`config.mk`:
```
export PLATFORM = sky130hd
export DESIGN_NAME = button_events
export DESIGN_NICKNAME = d
export VERILOG_FILES = /design/src/rtl/button_pkg.sv /design/src/rtl/button_channel.sv /design/src/rtl/button_events.sv
export SDC_FILE = /design/constraint.sdc
export NUM_CORES = 1
export LEC_CHECK = 0
export CORE_MARGIN = 1.5
export CORE_UTILIZATION = 62
export DETAILED_ROUTE_END_ITERATION = 10
export PLACE_DENSITY = 0.82
export SYNTH_ARGS = -nofsm -noshare
export SYNTH_HDL_FRONTEND = slang
export SYNTH_HIERARCHICAL = 1
export SYNTH_SLANG_ARGS = --single-unit
```
`constraint.sdc`:
```
create_clock -name clk -period 2.2 [get_ports clk]
set_input_delay 0.22 -clock clk [delete_from_list [all_inputs] [get_ports clk]]
set_output_delay 0.22 -clock clk [all_outputs]
set_load 0.05 [all_outputs]
```
`src/rtl/button_pkg.sv`:
```
// Shared definitions for the push-button front end: hold-FSM encoding and
// width helpers used to size the per-channel counters.
package button_pkg;

    typedef enum logic [1:0] {
        ST_IDLE       = 2'd0,
        ST_HELD_SHORT = 2'd1,
        ST_HELD_LONG  = 2'd2
    } hold_state_e;

    // Smallest width able to hold values up to (value - 1), never below 1 bit.
    function automatic int clog2w(input int value);
        int w;
        w = 1;
        for (int k = 1; k < 31; k++) begin
            w = ((32'd1 << k) < value) ? (k + 1) : w;
        end
        return w;
    endfunction

    function automatic int max_int(input int a, input int b);
        return (a > b) ? a : b;
    endfunction

endpackage

```
`src/rtl/button_channel.sv`:
```
// One push-button channel: two-flop synchroniser, debounce counter and a
// hold FSM that turns the debounced level into press/release/long/repeat pulses.
module button_channel
    import button_pkg::*;
#(
    parameter logic ACTIVE_LEVEL    = 1'b0,
    parameter int   DEBOUNCE_CYCLES = 500000,
    parameter int   LONG_CYCLES     = 50000000,
    parameter int   REPEAT_CYCLES   = 10000000
) (
    input  logic clk,
    input  logic rst_n,
    input  logic i_button,
    output logic o_level,
    output logic o_pressed,
    output logic o_released,
    output logic o_long_press,
    output logic o_repeat
);

    localparam int DB_W   = clog2w(DEBOUNCE_CYCLES + 1);
    localparam int HOLD_W = clog2w(max_int(LONG_CYCLES, REPEAT_CYCLES) + 1);

    localparam logic [DB_W-1:0]   DB_TERM   = DB_W'(DEBOUNCE_CYCLES - 1);
    localparam logic [HOLD_W-1:0] LONG_TERM = HOLD_W'(LONG_CYCLES - 1);
    localparam logic [HOLD_W-1:0] REP_TERM  = HOLD_W'((REPEAT_CYCLES > 0) ? (REPEAT_CYCLES - 1) : 0);
    localparam logic [DB_W-1:0]   DB_ZERO   = {DB_W{1'b0}};
    localparam logic [HOLD_W-1:0] HOLD_ZERO = {HOLD_W{1'b0}};
    localparam bit                REPEAT_EN = (REPEAT_CYCLES > 0);
    localparam logic              INACTIVE  = ~ACTIVE_LEVEL;

    logic              r_sync1;
    logic              r_sync2;
    logic [DB_W-1:0]   r_db_cnt;
    logic              r_level;
    hold_state_e       r_state;
    logic [HOLD_W-1:0] r_hold_cnt;
    logic              r_pressed;
    logic              r_released;
    logic              r_long_press;
    logic              r_repeat;

    logic w_s;
    logic w_toggle;
    logic w_rise;
    logic w_fall;

    // Toggle is the debounce terminal count; the hold FSM reacts on the same
    // edge so that level and the press/release pulse change together.
    assign w_s      = (r_sync2 == ACTIVE_LEVEL);
    assign w_toggle = (w_s != r_level) && (r_db_cnt == DB_TERM);
    assign w_rise   = w_toggle & ~r_level;
    assign w_fall   = w_toggle & r_level;

    // Two-flop synchroniser, parked at the inactive level during reset.
    always_ff @(posedge clk or negedge rst_n) begin
        if (!rst_n) begin
            r_sync1 <= INACTIVE;
            r_sync2 <= INACTIVE;
        end else begin
            r_sync1 <= i_button;
            r_sync2 <= r_sync1;
        end
    end

    // Debounce: accept a new level only after it persists DEBOUNCE_CYCLES cycles.
    always_ff @(posedge clk or negedge rst_n) begin
        if (!rst_n) begin
            r_db_cnt <= DB_ZERO;
            r_level  <= 1'b0;
        end else if (w_s == r_level) begin
            r_db_cnt <= DB_ZERO;
            r_level  <= r_level;
        end else if (w_toggle) begin
            r_db_cnt <= DB_ZERO;
            r_level  <= ~r_level;
        end else begin
            r_db_cnt <= r_db_cnt + 1'b1;
            r_level  <= r_level;
        end
    end

    // Hold FSM with registered event pulses; a fall overrides any hold event.
    always_ff @(posedge clk or negedge rst_n) begin
        if (!rst_n) begin
            r_state      <= ST_IDLE;
            r_hold_cnt   <= HOLD_ZERO;
            r_pressed    <= 1'b0;
            r_released   <= 1'b0;
            r_long_press <= 1'b0;
            r_repeat     <= 1'b0;
        end else begin
            r_pressed    <= 1'b0;
            r_released   <= 1'b0;
            r_long_press <= 1'b0;
            r_repeat     <= 1'b0;
            if (w_fall) begin
                r_state    <= ST_IDLE;
                r_released <= 1'b1;
                r_hold_cnt <= HOLD_ZERO;
            end else begin
                case (r_state)
                    ST_IDLE: begin
                        r_hold_cnt <= HOLD_ZERO;
                        if (w_rise) begin
                            r_state   <= ST_HELD_SHORT;
                            r_pressed <= 1'b1;
                        end else begin
                            r_state <= ST_IDLE;
                        end
                    end
                    ST_HELD_SHORT: begin
                        if (r_hold_cnt == LONG_TERM) begin
                            r_state      <= ST_HELD_LONG;
                            r_long_press <= 1'b1;
                            r_hold_cnt   <= HOLD_ZERO;
                        end else begin
                            r_hold_cnt <= r_hold_cnt + 1'b1;
                        end
                    end
                    ST_HELD_LONG: begin
                        if (!REPEAT_EN) begin
                            r_hold_cnt <= HOLD_ZERO;
                        end else if (r_hold_cnt == REP_TERM) begin
                            r_repeat   <= 1'b1;
                            r_hold_cnt <= HOLD_ZERO;
                        end else begin
                            r_hold_cnt <= r_hold_cnt + 1'b1;
                        end
                    end
                    default: begin
                        r_state    <= ST_IDLE;
                        r_hold_cnt <= HOLD_ZERO;
                    end
                endcase
            end
        end
    end

    assign o_level      = r_level;
    assign o_pressed    = r_pressed;
    assign o_released   = r_released;
    assign o_long_press = r_long_press;
    assign o_repeat     = r_repeat;

endmodule

```
`src/rtl/button_events.sv`:
```
// Multi-channel push-button front end: one independent button_channel per pin,
// bit i of every output belonging to i_buttons[i].
module button_events
    import button_pkg::*;
#(
    parameter int   N_BUTTONS       = 4,
    parameter logic ACTIVE_LEVEL    = 1'b0,
    parameter int   DEBOUNCE_CYCLES = 500000,
    parameter int   LONG_CYCLES     = 50000000,
    parameter int   REPEAT_CYCLES   = 10000000
) (
    input  logic                 clk,
    input  logic                 rst_n,
    input  logic [N_BUTTONS-1:0] i_buttons,
    output logic [N_BUTTONS-1:0] o_level,
    output logic [N_BUTTONS-1:0] o_pressed,
    output logic [N_BUTTONS-1:0] o_released,
    output logic [N_BUTTONS-1:0] o_long_press,
    output logic [N_BUTTONS-1:0] o_repeat
);

    for (genvar g = 0; g < N_BUTTONS; g++) begin : g_ch
        button_channel #(
            .ACTIVE_LEVEL    (ACTIVE_LEVEL),
            .DEBOUNCE_CYCLES (DEBOUNCE_CYCLES),
            .LONG_CYCLES     (LONG_CYCLES),
            .REPEAT_CYCLES   (REPEAT_CYCLES)
        ) u_ch (
            .clk          (clk),
            .rst_n        (rst_n),
            .i_button     (i_buttons[g]),
            .o_level      (o_level[g]),
            .o_pressed    (o_pressed[g]),
            .o_released   (o_released[g]),
            .o_long_press (o_long_press[g]),
            .o_repeat     (o_repeat[g])
        );
    end

endmodule

```
==> results list <==
- Routability Congestion: ~0.85
- The global routing stage identified its most utilized layer as met2.
* Vias in the first global route: roughly 7800
* Met3 usage: 0.0348
- Min-Delay Path Class: primary input to flop
- Counting instances, the worst hold path has a depth of 1.
* Crit path required time: approximately 2.6 ns
- Final Skew: around 0.016 ns
* Setup TNS Final: 0 ns
- Placed Area: about 0.011 mm²
- The worst setup path is of the flop to flop kind.
* Final non-filler cell area: between 0.01 and 0.015 mm²
- The HPWL after detailed placement is between 10 and 15 mm.
- Yosys mapped a number of flops with a built-in enable equal to 0.
* Antenna diode count: 0
- Measured on the finished design, the core utilization comes to 0.721.
* Worst slack, placed: 0.0998 ns
- FF-to-FF End: g_ch[3].u_ch/r_hold_cnt[12]
- Area Growth Syn to Fin: 12.9%
- Clock tree root buffer cell: sky130_fd_sc_hd__clkbuf_16
- Setup bufs post-CTS: 0
- H-tree lvl count: 1
* Reg-to-reg critical path startpoint: g_ch[3].u_ch/r_hold_cnt[1]
* Worst-skew pair later-pin latency: about 0.5 ns
- Global-route congestion overflow total: 0
* I/O pin total: 26
* Proportion of synthesized chip area in sequential cells: 0.510
- For this run, global-route usage on met2 was measured as 0.419.
- The initial utilization of the core area, before any placement, comes to 0.639.
- At the end of the flow, the number of nets in the layout was ~1100.
- Length in cells of the worst reg-to-reg path: 7
- The synthesized netlist contains 39 unique library cells.
* Syn Inst Count: 1059
- In the routed layout, each cell is associated on average with a via count of roughly 5.7.
- In this run, the number of DRC markers left after iteration 0 of detailed routing was 525.
* Count of unresolved DRC violations after routing: 0
- In the final routed layout, each cell accounts on average for roughly 15 µm.
- Total of flip-flops plus latches after synthesis: around 220
- CTS tree: yes
* Area of the mapped netlist: about 0.011 mm²
- For this run, global-route usage on met1 was measured as 0.314.
* Worst-Margin Slew: 0.762 ns
- Leakage power figure: 4.93 nW
- Initial antenna violation count: 0
- Maximum clock frequency: 488 MHz
- Setup repair after global routing left no endpoint under its margin.
- Setup slack on the worst flop-to-flop path: approximately 0.15 ns
* Buffer levels on the longest clock path: 3
* Portion of the clock cycle consumed by the worst path in the final layout: 0.932
- Slew Limit Headroom: 0.492
- Pins over their slew limit: 0
- In the final layout, the share of cells above drive strength 1 is 0.0946.
* Crit path setup slack, layout: between 0.1 and 0.15 ns
* Core region area: between 0.015 and 0.02 mm²
* Clk sinks: 216
- From bottom edge to top edge, the die measures between 100 and 150 µm.
* Hold Path Origin: i_buttons[0]
- Number of buffers added on ports: 25
- Counting the buffers created by CTS gives 23.
* Minimum period implied by the final worst setup slack: a little over 2 ns
* Remaining antenna violation count after routing: 0
- Data arrives at the worst endpoint at roughly 2.5 ns.
* Maxcap violations: 0
- Destination of the worst hold path: g_ch[0].u_ch/r_sync1
* Net Count, Synth: 1089
* Kind of start point of the critical path: flop
- The detailed router placed between 7000 and 8000 vias in this run.
- Floorplan die width: roughly 130 µm
* Global-route usage over all layers: 0.240
- Hold is met by 0.112 ns.
- Worst-path fanout max: 11
* Maximum number of pins on one net before global-route repair: 80
- For this design the ratio of total power to cell area is around 660 mW/mm².
- Averaged over all synthesized cells, the footprint is about 10 µm².
- The hold violation count in the final report came to 0.
- CTS clock-pin slew for the worst setup and hold paths: about 0.060 ns
* DIE AREA: approximately 0.018 mm²
* Final routed wirelength across all metal layers: approximately 21 mm
- Setup violations remaining at the end of the flow were counted as 0.
- Before antenna repair, the detailed router went through 5 iterations.
- After floorplanning, the core was divided into between 40 and 50 placement rows.
* Global-route wire length before repair: 35.8 mm
- Post-synth ARST share: 1.00
- Yosys printed 6 warnings.
- Run status: complete, no violations
- In the synthesized netlist the dominant register cell turns out to be sky130_fd_sc_hd__dfrtp_1.
- Worst setup EP type: flop
* Peak supply drop: approximately 0.60 mV
[registers in the layout, summed over array words and instances (netlist names)]
name	cells
g_ch.u_ch/r_db_cnt	76
g_ch.u_ch/o_pressed	4
g_ch.u_ch/r_sync2	4
g_ch.u_ch/o_long_press	4
g_ch.u_ch/r_sync1	4
g_ch.u_ch/o_released	4
g_ch.u_ch/r_hold_cnt	104
g_ch.u_ch/o_level	4
g_ch.u_ch/r_state	8
g_ch.u_ch/o_repeat	4
[logic make-up after synthesis]
group | count (synthesis) | synth area share
AO/OA/AOI/OAI | 22 | 0.0224
AND/OR/NAND/NOR | 564 | 0.267
XOR/XNOR | 166 | 0.137
buffers and inverters | 63 | 0.0321
flip-flops | 216 | 0.510
multiplexers | 4 | 0.00424
adder cells (fa/ha/maj) | 24 | 0.0283
[where the power goes]
group | internal, mW | leakage (nW) | switching, mW
combinational | 0.0485 | 1.59 | 0.125
sequential | 4.01 | 2.98 | 0.0253
clock | 2.25 | 0.357 | 1.50
total | 6.31 | 4.93 | 1.65
[per-stage QoR]
step	total power [mW]	std cells
after floorplan	4.15	1059
after global placement	4.27	1309
after detailed placement	4.27	1309
after CTS	8.04	1351
after global routing	8.23	1351
final	7.96	1351
[worst max-delay path: stages, from the launching register on]
cell,delay (ns)
sky130_fd_sc_hd__dfrtp_2,0.41
sky130_fd_sc_hd__ha_1,0.20
sky130_fd_sc_hd__and3_1,0.18
sky130_fd_sc_hd__nand4_1,0.18
sky130_fd_sc_hd__o41a_1,0.50
sky130_fd_sc_hd__o211ai_4,0.19
sky130_fd_sc_hd__buf_4,0.21
sky130_fd_sc_hd__nor2_1,0.06
[routing by layer]
metal  part of all wire  vias up
met5                  0        -
met4              0.023        0
met3              0.038       47
met2               0.50      153
li1                   -     3738
met1               0.44     3732
[how the worst max path moves through the flow]
| stage | to | slack [ns] | from |
|---|---|---|---|
| floorplan | g_ch[3].u_ch/r_hold_cnt[20] | 0.27 | g_ch[3].u_ch/r_hold_cnt[0] |
| global placement | g_ch[3].u_ch/r_hold_cnt[2] | 0.23 | g_ch[3].u_ch/r_hold_cnt[1] |
| detailed placement | g_ch[3].u_ch/r_hold_cnt[24] | 0.1 | g_ch[3].u_ch/r_hold_cnt[1] |
| CTS | g_ch[3].u_ch/r_hold_cnt[3] | 0.08 | g_ch[3].u_ch/r_hold_cnt[1] |
| global route | g_ch[0].u_ch/r_db_cnt[18] | 0.02 | g_ch[0].u_ch/r_db_cnt[11] |
| finish | g_ch[3].u_ch/r_hold_cnt[12] | 0.15 | g_ch[3].u_ch/r_hold_cnt[1] |
[synthesized netlist by cell type (19+ instances only)]
cell type,number,share of area
sky130_fd_sc_hd__nand4_1,35,0.021
sky130_fd_sc_hd__nand3_1,75,0.035
sky130_fd_sc_hd__inv_1,41,0.014
sky130_fd_sc_hd__xor2_1,69,0.057
sky130_fd_sc_hd__xnor2_1,97,0.080
sky130_fd_sc_hd__nor3_1,39,0.018
sky130_fd_sc_hd__nor4_1,41,0.024
sky130_fd_sc_hd__and4_1,19,0.016
sky130_fd_sc_hd__nor2_1,225,0.079
sky130_fd_sc_hd__nand2_1,64,0.023
sky130_fd_sc_hd__ha_1,24,0.028
sky130_fd_sc_hd__and3_1,23,0.014
sky130_fd_sc_hd__dfrtp_1,208,0.49
[timing repair]
| item | CTS | global route |
|---|---|---|
| endpoints found under the hold margin | 70 | 0 |
| hold buffers | 1 | 0 |
| setup endpoints to repair | 0 | 28 |
| resized for setup | 0 | 4 |
[cells in the final DEF, fill, tap and decap left out, types with 8 or more instances in the layout]
cell                              count
sky130_fd_sc_hd__clkbuf_1            10
sky130_fd_sc_hd__nor4_1              41
sky130_fd_sc_hd__dfstp_2              8
sky130_fd_sc_hd__nor2_1             225
sky130_fd_sc_hd__nand3_1             75
sky130_fd_sc_hd__ha_1                24
sky130_fd_sc_hd__buf_4               21
sky130_fd_sc_hd__inv_1               41
sky130_fd_sc_hd__and4_1              19
sky130_fd_sc_hd__dfrtp_1            207
sky130_fd_sc_hd__xor2_1              69
sky130_fd_sc_hd__nand2_1             64
sky130_fd_sc_hd__and3_1              23
sky130_fd_sc_hd__clkdlybuf4s50_1     24
sky130_fd_sc_hd__clkbuf_16           23
sky130_fd_sc_hd__nor3_1              39
sky130_fd_sc_hd__nand4_1             35
sky130_fd_sc_hd__xnor2_1             97
[area by class of cell]
class | instances | area (µm²)
Inverter | 41 | 154
Multi-Input combinational cell | 780 | 4880
Clock inverter | 2 | 38.8
Sequential cell | 216 | 5420
Fill cell | 1147 | 4640
Tap cell | 220 | 275
Timing Repair Buffer | 53 | 534
Clock buffer | 39 | 696
Power figures use the tool's default switching activity.
==> edit, RTL diff (same settings) <==
Register the input `i_buttons` before use, without a reset. The logic sees it one clock later.
--- a/src/rtl/button_events.sv
+++ b/src/rtl/button_events.sv
@@ -20,4 +20,10 @@
 );
 
+    logic [N_BUTTONS-1:0] i_buttons_q;
+
+    always_ff @(posedge clk) begin
+        i_buttons_q <= i_buttons;
+    end
+
     for (genvar g = 0; g < N_BUTTONS; g++) begin : g_ch
         button_channel #(
@@ -29,5 +35,5 @@
             .clk          (clk),
             .rst_n        (rst_n),
-            .i_button     (i_buttons[g]),
+            .i_button     (i_buttons_q[g]),
             .o_level      (o_level[g]),
             .o_pressed    (o_pressed[g]),
Formal check against the unedited RTL: same outputs for any inputs over 4 cycles, from zero or initial values and one cycle with rst_n low; that may be too few to reach the edited logic, so the function may still have changed.
==> edit against the original RTL <==
  * Combinational power fell by 2%
  * Total power rose by 5.2%
  * Non-clock buffer count fell by 4
  * Worst setup slack got worse by 2.3 ps
  * Cell area rose by 1.2%
  * Sequential cell count rose by 4
  * Synthesized area rose by 0.75%
  * Wire length fell by 0.32%
  * Critical path type unchanged
  * Highest routed layer unchanged
==> edit: results (changes against the original RTL) <==
[run_status]
status=finished clean

[setup_path]
reg2regPathDepth=5  ; -2
cp_slowest_cell=dfrtp_1
path_max_fanout=5  ; -6
r2r_slack_ps=150
r2r_end=g_ch[0].u_ch/r_state[0]
timing.critical_path.slowest_cell_delay_ps=420  ; -80 ps

[power]
switching_share_pct=20.7  ; -0.022 points
p_leak_nw=5.00  ; +1.5%
vdd_ir_drop_max_mv=0.596  ; -0.53%

[synthesis]
synthArstFlopShare_pct=98.2  ; -1.8 points
synthTopCellsByArea=dfrtp_1 49%, xnor2_1 7.9%, nor2_1 7.9%, xor2_1 5.6%, nand3_1 3.5%
ys_seq_area_share_pct=51.3  ; +0.37 points
ys_types=40  ; +2.6%

[grt]
grt_max_degree=75  ; -6.3%
grt_pass1_vias=7831  ; +0.84%
track_usage_pct=24.1  ; +0.056 points
grt_pass1_wl_mm=36.4  ; +1.7%

[sta]
fin_ws_ps=147  ; -2.32 ps
finClkSkew_ps=25.2  ; +9.63 ps
worst_pin_slew_ps=844  ; +81.7 ps

[finish]
drive_gt1_share_pct=9.88  ; +0.42 points
n_fill_cell=1150  ; +0.26%
nNetsFinal=1146  ; +0.087%

[cts]
clk_latency_ps=510  ; about the same
numCtsBuffers=24  ; +4.3%

[place]
place_ws_ps=101  ; +0.757 ps
hpwl_mm=13.4  ; -1.8%
routabilityCongestion=0.840  ; -1.4%
placed_cell_area_um2=11300  ; +0.56%

[worst_hold_path]
whs_endpoint=i_buttons_q[3]
min_from=i_buttons[3]

[route]
vias_per_cell=5.77  ; +1.6%
drt_wl_total_mm=20.7  ; -0.32%

edit: cell count changes after synthesis:
| cell | delta |
|---|---|
| dfxtp_1 | +4 |
edit: logic make-up (layout without fill, tap and decap cells):
family	after synthesis	count (layout)	synth area share, %
mux	4	4	0.421
xor+xnor	166	166	13.6
simple gates	564	564	26.5
flops	220	220	51.3
compound gates	22	22	2.22
buf+inv	63	134	3.19
fa+ha+maj	24	24	2.80
edit: worst max-delay path by stage:
stage,startpoint,endpoint,cells after the start
global placement,g_ch[3].u_ch/r_hold_cnt[1],g_ch[3].u_ch/r_hold_cnt[3],7
global route,g_ch[3].u_ch/r_hold_cnt[11],g_ch[3].u_ch/r_hold_cnt[22],6
finish,g_ch[0].u_ch/r_db_cnt[12],g_ch[0].u_ch/r_state[0],5
floorplan,g_ch[3].u_ch/r_hold_cnt[0],g_ch[3].u_ch/r_hold_cnt[20],7
CTS,g_ch[0].u_ch/r_db_cnt[12],g_ch[0].u_ch/r_state[0],5
detailed placement,g_ch[0].u_ch/r_db_cnt[12],g_ch[0].u_ch/r_state[0],5
edit: power groups by stage:
| stage | logic [mW] | registers [mW] | clock network, mW |
|---|---|---|---|
| after global routing | 0.201 | 4.11 | 4.36 |
| after detailed placement | 0.171 | 4.18 | 0 |
| after global placement | 0.169 | 4.18 | 0 |
| after CTS | 0.177 | 4.11 | 4.16 |
| final | 0.170 | 4.11 | 4.10 |
| after floorplan | 0.0525 | 4.17 | 0 |
edit: worst max-delay path, delay by kind of cell (launching register included):
family           cells  cell delay (ps)
multiplexers         1              250
flip-flops           1              420
AND/OR/NAND/NOR      4             1270
edit: final cells by class:
| class | count | area [µm²] | share of cell area (%) |
|---|---|---|---|
| clock buffers | 34 | 719 | 5.92 |
| clock inverters | 10 | 106 | 0.875 |
| inverters | 41 | 154 | 1.27 |
| multi-input cells | 780 | 4880 | 40.2 |
| flip-flops and latches | 220 | 5500 | 45.2 |
| well taps | 220 | 275 | 2.27 |
| repair buffers | 49 | 513 | 4.22 |
edit: stage by stage:
step	cells	hold slack, ps
detailed placement	1309	238
global route	1354	147
floorplan	1063	-75.6
finish	1354	154
CTS	1354	142
global placement	1309	234
edit: repair_timing:
| action | in CTS | in global routing |
|---|---|---|
| buffers inserted | 0 | 0 |
| hold buffers | 1 | 0 |
| gates resized for setup | 0 | 2 |
| endpoints found under the setup margin | 0 | 10 |
| endpoints found under the hold margin | 67 | 0 |
edit: per-layer routing:
layer | track usage (%) | part of all wire [%] | routed length, µm
met5 | 0 | 0 | 0
met1 | 32.6 | 44 | 9100
met3 | 3.33 | 4.2 | 864
met4 | 6.75 | 2.1 | 434
met2 | 40.8 | 50 | 10300
